--- src/rtl/mem_port_arbiter.sv ---
// Shares one variable-latency memory port between instruction fetch and load/store.
// Define MEM_PORT_ARB_RR_EN for round-robin arbitration; default is fixed data-over-fetch priority.
module mem_port_arbiter #(
  parameter int unsigned TIMEOUT_CYC = 64,
  parameter int unsigned CNT_W       = 8
) (
  input  logic        clk_w_i,
  input  logic        res_w_i_l,
  input  logic        if_req_w_i_h,
  input  logic [31:0] if_addr_w_i,
  output logic [31:0] if_rdata_w_o,
  output logic        if_done_w_o_h,
  input  logic        d_req_w_i_h,
  input  logic        d_wr_w_i_h,
  input  logic [31:0] d_addr_w_i,
  input  logic [31:0] d_wdata_w_i,
  input  logic [2:0]  d_byte_sel_w_i,
  output logic [31:0] d_rdata_w_o,
  output logic        d_done_w_o_h,
  output logic        m_req_w_o_h,
  output logic        m_wr_w_o_h,
  output logic [31:0] m_addr_w_o,
  output logic [31:0] m_wdata_w_o,
  output logic [2:0]  m_byte_sel_w_o,
  input  logic        m_ack_w_i_h,
  input  logic [31:0] m_rdata_w_i,
  output logic        busy_w_o_h,
  output logic        timeout_w_o_h
);

  typedef enum logic [1:0] {IDLE, BUSY_IF, BUSY_D, RESP} state_e;

  localparam bit               TO_EN   = (TIMEOUT_CYC != 0);
  localparam logic [CNT_W-1:0] TO_LAST = TO_EN ? CNT_W'(TIMEOUT_CYC - 1) : '0;

  state_e             state_q, state_d;
  logic [CNT_W-1:0]   cnt_q, cnt_d;
  logic               m_req_q, m_req_d, m_wr_q, m_wr_d;
  logic [31:0]        m_addr_q, m_addr_d, m_wdata_q, m_wdata_d;
  logic [2:0]         m_sel_q, m_sel_d;
  logic [31:0]        if_rdata_q, if_rdata_d, d_rdata_q, d_rdata_d;
  logic               if_done_q, if_done_d, d_done_q, d_done_d;
  logic               busy_q, busy_d, timeout_q, timeout_d;
  logic               pick_d;
`ifdef MEM_PORT_ARB_RR_EN
  logic               last_owner_q, last_owner_d;  // 1 = data served last
`endif

  always_comb begin
    state_d    = state_q;
    cnt_d      = cnt_q;
    m_req_d    = m_req_q;
    m_wr_d     = m_wr_q;
    m_addr_d   = m_addr_q;
    m_wdata_d  = m_wdata_q;
    m_sel_d    = m_sel_q;
    if_rdata_d = if_rdata_q;
    d_rdata_d  = d_rdata_q;
    if_done_d  = 1'b0;
    d_done_d   = 1'b0;
    timeout_d  = timeout_q;
`ifdef MEM_PORT_ARB_RR_EN
    last_owner_d = last_owner_q;
    pick_d       = d_req_w_i_h && (!if_req_w_i_h || !last_owner_q);
`else
    pick_d       = d_req_w_i_h;
`endif
    case (state_q)
      IDLE: begin
        cnt_d = '0;
        if (pick_d) begin
          state_d   = BUSY_D;
          m_req_d   = 1'b1;
          m_wr_d    = d_wr_w_i_h;
          m_addr_d  = d_addr_w_i;
          m_wdata_d = d_wdata_w_i;
          m_sel_d   = d_byte_sel_w_i;
`ifdef MEM_PORT_ARB_RR_EN
          last_owner_d = 1'b1;
`endif
        end else if (if_req_w_i_h) begin
          state_d   = BUSY_IF;
          m_req_d   = 1'b1;
          m_wr_d    = 1'b0;
          m_addr_d  = if_addr_w_i;
          m_wdata_d = '0;
          m_sel_d   = 3'b010;
`ifdef MEM_PORT_ARB_RR_EN
          last_owner_d = 1'b0;
`endif
        end
      end
      BUSY_IF, BUSY_D: begin
        // ack takes precedence over a timeout expiring in the same cycle
        if (m_ack_w_i_h) begin
          state_d = RESP;
          m_req_d = 1'b0;
          cnt_d   = '0;
          if (state_q == BUSY_IF) begin
            if_rdata_d = m_rdata_w_i;
            if_done_d  = 1'b1;
          end else begin
            if (!m_wr_q) d_rdata_d = m_rdata_w_i;
            d_done_d = 1'b1;
          end
        end else if (TO_EN && (cnt_q == TO_LAST)) begin
          state_d   = RESP;
          m_req_d   = 1'b0;
          cnt_d     = '0;
          timeout_d = 1'b1;
          if (state_q == BUSY_IF) begin
            if_rdata_d = '0;
            if_done_d  = 1'b1;
          end else begin
            d_rdata_d = '0;
            d_done_d  = 1'b1;
          end
        end else begin
          cnt_d = cnt_q + CNT_W'(1);
        end
      end
      RESP: begin
        state_d = IDLE;
        cnt_d   = '0;
      end
      default: state_d = IDLE;
    endcase
    busy_d = (state_d != IDLE);
  end

  always_ff @(posedge clk_w_i or negedge res_w_i_l) begin
    if (!res_w_i_l) begin
      state_q    <= IDLE;
      cnt_q      <= '0;
      m_req_q    <= 1'b0;
      m_wr_q     <= 1'b0;
      m_addr_q   <= '0;
      m_wdata_q  <= '0;
      m_sel_q    <= '0;
      if_rdata_q <= '0;
      d_rdata_q  <= '0;
      if_done_q  <= 1'b0;
      d_done_q   <= 1'b0;
      busy_q     <= 1'b0;
      timeout_q  <= 1'b0;
`ifdef MEM_PORT_ARB_RR_EN
      last_owner_q <= 1'b0;
`endif
    end else begin
      state_q    <= state_d;
      cnt_q      <= cnt_d;
      m_req_q    <= m_req_d;
      m_wr_q     <= m_wr_d;
      m_addr_q   <= m_addr_d;
      m_wdata_q  <= m_wdata_d;
      m_sel_q    <= m_sel_d;
      if_rdata_q <= if_rdata_d;
      d_rdata_q  <= d_rdata_d;
      if_done_q  <= if_done_d;
      d_done_q   <= d_done_d;
      busy_q     <= busy_d;
      timeout_q  <= timeout_d;
`ifdef MEM_PORT_ARB_RR_EN
      last_owner_q <= last_owner_d;
`endif
    end
  end

  assign if_rdata_w_o   = if_rdata_q;
  assign if_done_w_o_h  = if_done_q;
  assign d_rdata_w_o    = d_rdata_q;
  assign d_done_w_o_h   = d_done_q;
  assign m_req_w_o_h    = m_req_q;
  assign m_wr_w_o_h     = m_wr_q;
  assign m_addr_w_o     = m_addr_q;
  assign m_wdata_w_o    = m_wdata_q;
  assign m_byte_sel_w_o = m_sel_q;
  assign busy_w_o_h     = busy_q;
  assign timeout_w_o_h  = timeout_q;

endmodule

--- config.mk ---
export PLATFORM = sky130hd
export DESIGN_NAME = mem_port_arbiter
export DESIGN_NICKNAME = d
export VERILOG_FILES = /design/src/rtl/mem_port_arbiter.sv
export SDC_FILE = /design/constraint.sdc
export NUM_CORES = 1
export LEC_CHECK = 0
export ABC_CLOCK_PERIOD_IN_PS = 2310
export CELL_PAD_IN_SITES_DETAIL_PLACEMENT = 2
export CELL_PAD_IN_SITES_GLOBAL_PLACEMENT = 2
export CORE_MARGIN = 3
export CORE_UTILIZATION = 25
export DETAILED_ROUTE_END_ITERATION = 8
export GPL_TIMING_DRIVEN = 0
export PLACE_DENSITY_LB_ADDON = 0.05
export SYNTH_ARGS = -nofsm -noshare
export SYNTH_HDL_FRONTEND = slang
export SYNTH_SLANG_ARGS = --single-unit
export TNS_END_PERCENT = 5
--- constraint.sdc ---
create_clock -name clk_w_i -period 2.31 [get_ports clk_w_i]
set_input_delay 0.231 -clock clk_w_i [delete_from_list [all_inputs] [get_ports clk_w_i]]
set_output_delay 0.231 -clock clk_w_i [all_outputs]
set_load 0.01 [all_outputs]
==> results by group <==
Job
  – Maxcap violations: 0

Final layout
  – Core Util, Final: approximately two fifths
  – Sequential standard cell area: between 3000 and 4000 um2
  – # diodes: 0
  – Filler cell count: about 2500
  – Multi-input gate area: approximately 2000 um2
  – Post-synthesis to final-layout area growth: 62.4%
  – Layout cells sized above 1: 8.33%
  – Layout Nets: ~940

Route
  – First DRT Iteration DRCs: around 220
  – Vias: 5302
  – Post-route antenna net violation count: 0
  – Drt pass-1 iters: 4
  – Vias per cell: roughly 4.7
  – DRC Markers: 0
  – DRT Wirelength: roughly 22000 um
  – WL per Instance: roughly 20 um

Floorplan
  – Die Height: 161 um
  – Total I/O pin count: roughly 270
  – CORE AREA: 23500 um2
  – FP Rows: between 50 and 60
  – Die area: 25900 um2
  – Die X: about 160 um
  – Starting density of the core: between 20% and 30%

Global routing
  – GR Util met2: 30.4%
  – Pin count of the biggest net entering global routing: 89
  – GR Layer Usage met3: a little under 7%
  – Met1 Use GR: 20.2%
  – Busiest grt layer: met2
  – Grt total ovfl: 0
  – First-pass GRT wire length: between 30000 and 40000 um
  – Vias in the first global route: approximately 6200
  – Antenna violations before repair: 0
  – Overall fraction of global-route tracks in use: ~18%

Outcome
  – Status: finished, final reports clean

Placed design
  – Hpwl dp: approximately 17000 um
  – I/O Buffers: between 200 and 300
  – GPL Wtd Cong: just under 0.8
  – Place WS: roughly 72 ps

Worst setup path
  – Required @ worst endpoint: roughly 2700 ps
  – Largest fanout on the critical path: 10
  – Worst setup EP type: flop
  – R2R setup slack: approximately 250 ps
  – Startpoint Class: flop
  – Worst EP arrival: about 2400 ps
  – Worst Setup Path Type: flop to flop

CTS
  – Total clock sinks: roughly 150
  – Worst-path clk slew: 70 ps
  – Worst-skew pair later-pin latency: approximately 420 ps
  – Max H-tree Level: 4
  – TritonCTS clock tree: done
  – Post-CTS Setup Bufs: 0
  – CTS Buffer Depth: 2
  – Clock buffer count from CTS: 17
  – Root Driver: clkbuf_16

Synthesis
  – Register area share after synthesis: around three fifths
  – Async SR Flop Fraction: between 90% and 100%
  – Yosys warns: 0
  – Post-Syn Instances: between 500 and 600
  – Post-synth EDFFs: 0
  – Synth unique cells: 37
  – Post-Syn Area: 6000 um2
  – Main synth FF type: dfrtp_1
  – Syn Area/Cell: approximately 12 um2
  – Synthesized Nets: 650
  – #FFs+latches synth: about 150

Pwr
  – Leak: ~4.3 nW
  – Psw: about 4.8 mW
  – Sw Share: between 30 and 40%
  – Clock share of power: a little over a fifth
  – Int Pwr: approximately 8.5 mW
  – PD cells: between 1000 and 1500 nW/um2
  – Pwr Total: between 10 and 15 mW
  – Max VDD drop: ~0.44 mV
  – Register share of total power: between 30% and 40%
  – Combinational Power Share: ~46%

Timing
  – Setup violators final: 0
  – Slew Limit Headroom: between 50% and 60%
  – Worst Skew: ~10 ps
  – Crit share post-route: between 80% and 90%
  – Max Freq: 484 MHz
  – Fin. Hold Viols: 0
  – Setup ws final: 246 ps
  – Final Max Slew Viols: 0
  – Worst-Margin Slew: between 600 and 700 ps
  – Tmin final: ~2100 ps
  – Unrepaired setup endpoints after global routing: false

Worst hold path
  – Min-delay worst type: input port to asynchronous set/reset pin
-- power by group through the flow --
stage | registers (mW) | clock network [mW] | logic (mW)
finish | 4.41 | 2.77 | 6.15
global route | 4.58 | 2.97 | 6.78
floorplan | 4.82 | 0 | 2.38
CTS | 4.43 | 2.87 | 6.30
detailed placement | 4.44 | 0 | 6.26
global placement | 4.36 | 0 | 6.08
-- path summary, 6_finish.rpt --
path | from | to | cells past startpoint
worst max-delay path | state_q[1]$_DFF_PN0_ | d_rdata_w_o[30]$_DFFE_PN0P_ | 9
worst max register to register | state_q[1]$_DFF_PN0_ | d_rdata_w_o[30]$_DFFE_PN0P_ | 9
max in group asynchronous | res_w_i_l | m_wdata_w_o[30]$_DFFE_PN0P_ | 3
min in group clk_w_i | d_byte_sel_w_i[1] | m_byte_sel_w_o[1]$_DFFE_PN0P_ | 3
worst min register to register | m_addr_w_o[6]$_DFFE_PN0P_ | m_addr_w_o[6]$_DFFE_PN0P_ | 2
worst min-delay path | res_w_i_l | d_rdata_w_o[15]$_DFFE_PN0P_ | 2
-- metrics by stage --
step / hold slack [ps] / std cells / setup TNS, ps / area (um2)
global placement: 464 / 1101 / -763640 / 9120
finish: 344 / 1135 / 0 / 9740
detailed placement: 253 / 1102 / 0 / 9150
CTS: 353 / 1135 / 0 / 9740
floorplan: -64.6 / 510 / 0 / 6000
global route: 381 / 1135 / 0 / 9740
-- state kept, by name (all words and copies together), names as in the netlist --
| name | cells |
|---|---|
| m_req_w_o_h | 1 |
| m_wr_w_o_h | 1 |
| state_q | 2 |
| m_byte_sel_w_o | 3 |
| m_addr_w_o | 32 |
| busy_w_o_h | 1 |
| cnt_q | 8 |
| if_done_w_o_h | 1 |
| timeout_w_o_h | 1 |
| d_rdata_w_o | 32 |
| if_rdata_w_o | 32 |
| m_wdata_w_o | 32 |
| d_done_w_o_h | 1 |
-- layout make-up --
cell class	instances	share of cell area [%]
well taps	319	4.10
multi-input cells	317	21.0
clock buffers	18	4.51
repair buffers	274	28.4
clock inverters	14	1.46
flip-flops and latches	147	37.8
plain buffers	37	2.40
inverters	9	0.347
-- layer usage --
metal | share of wire [%] | up-vias
met5 | 0 | -
met4 | 1.6 | 0
met3 | 8.3 | 26
met2 | 50 | 185
met1 | 40 | 2686
li1 | - | 2405
-- critical path: stages (launching register included) --
cell and delay (ps):
dfrtp_1 370, inv_1 80, ha_1 300, buf_6 150
nand2b_1 60, clkbuf_1 190, nor2_1 330, buf_2 310
a22oi_1 110, nand2_1 100
-- cells in the final DEF (no fill, tap or decap), drive strengths merged, types with 2 or more instances in the layout --
master,synthesis,layout
a21oi,3,3
a22o,67,67
a22oi,33,33
a31oi,2,2
buf,23,25
clkbuf,14,32
clkdlybuf4s50,0,271
clkinv,0,5
clkinvlp,0,2
dfrtp,147,147
ha,3,3
inv,9,15
mux2i,32,32
nand2,101,101
nand2b,5,5
nand3,5,5
nor2,11,11
o21ai,36,36
or3,2,2
xor2,2,2
-- cell usage after synthesis, types with 2 or more instances --
| library cell | instances | area, um2 |
|---|---|---|
| a21oi_1 | 3 | 15.0 |
| a22o_1 | 64 | 561 |
| a22o_2 | 3 | 30.0 |
| a22oi_1 | 33 | 248 |
| a31oi_1 | 2 | 12.5 |
| buf_2 | 15 | 75.1 |
| buf_6 | 7 | 78.8 |
| clkbuf_1 | 12 | 45.0 |
| clkbuf_8 | 2 | 27.5 |
| dfrtp_1 | 147 | 3680 |
| ha_1 | 3 | 37.5 |
| inv_1 | 9 | 33.8 |
| mux2i_1 | 32 | 320 |
| nand2_1 | 101 | 379 |
| nand2b_1 | 5 | 31.3 |
| nand3_1 | 5 | 25.0 |
| nor2_1 | 10 | 37.5 |
| o21ai_0 | 36 | 180 |
| or3_1 | 2 | 12.5 |
| xor2_1 | 2 | 17.5 |
-- what timing repair did --
item                                   in CTS  in global routing
hold buffers                                1                  0
endpoints found under the hold margin      59                  0
gates resized for setup                     0                  0
-- logic make-up after synthesis --
| group | after synthesis | share of synthesized area (%) |
|---|---|---|
| DFF | 147 | 61.4 |
| muxes | 32 | 5.34 |
| adders and majority gates | 3 | 0.626 |
| buffers and inverters | 46 | 4.47 |
| and+or+nand+nor | 131 | 9.16 |
| AOI/OAI and AO/OA | 148 | 18.6 |
| xor gates and xnor gates | 3 | 0.438 |
No activity file was read; power rests on OpenSTA's default activity.
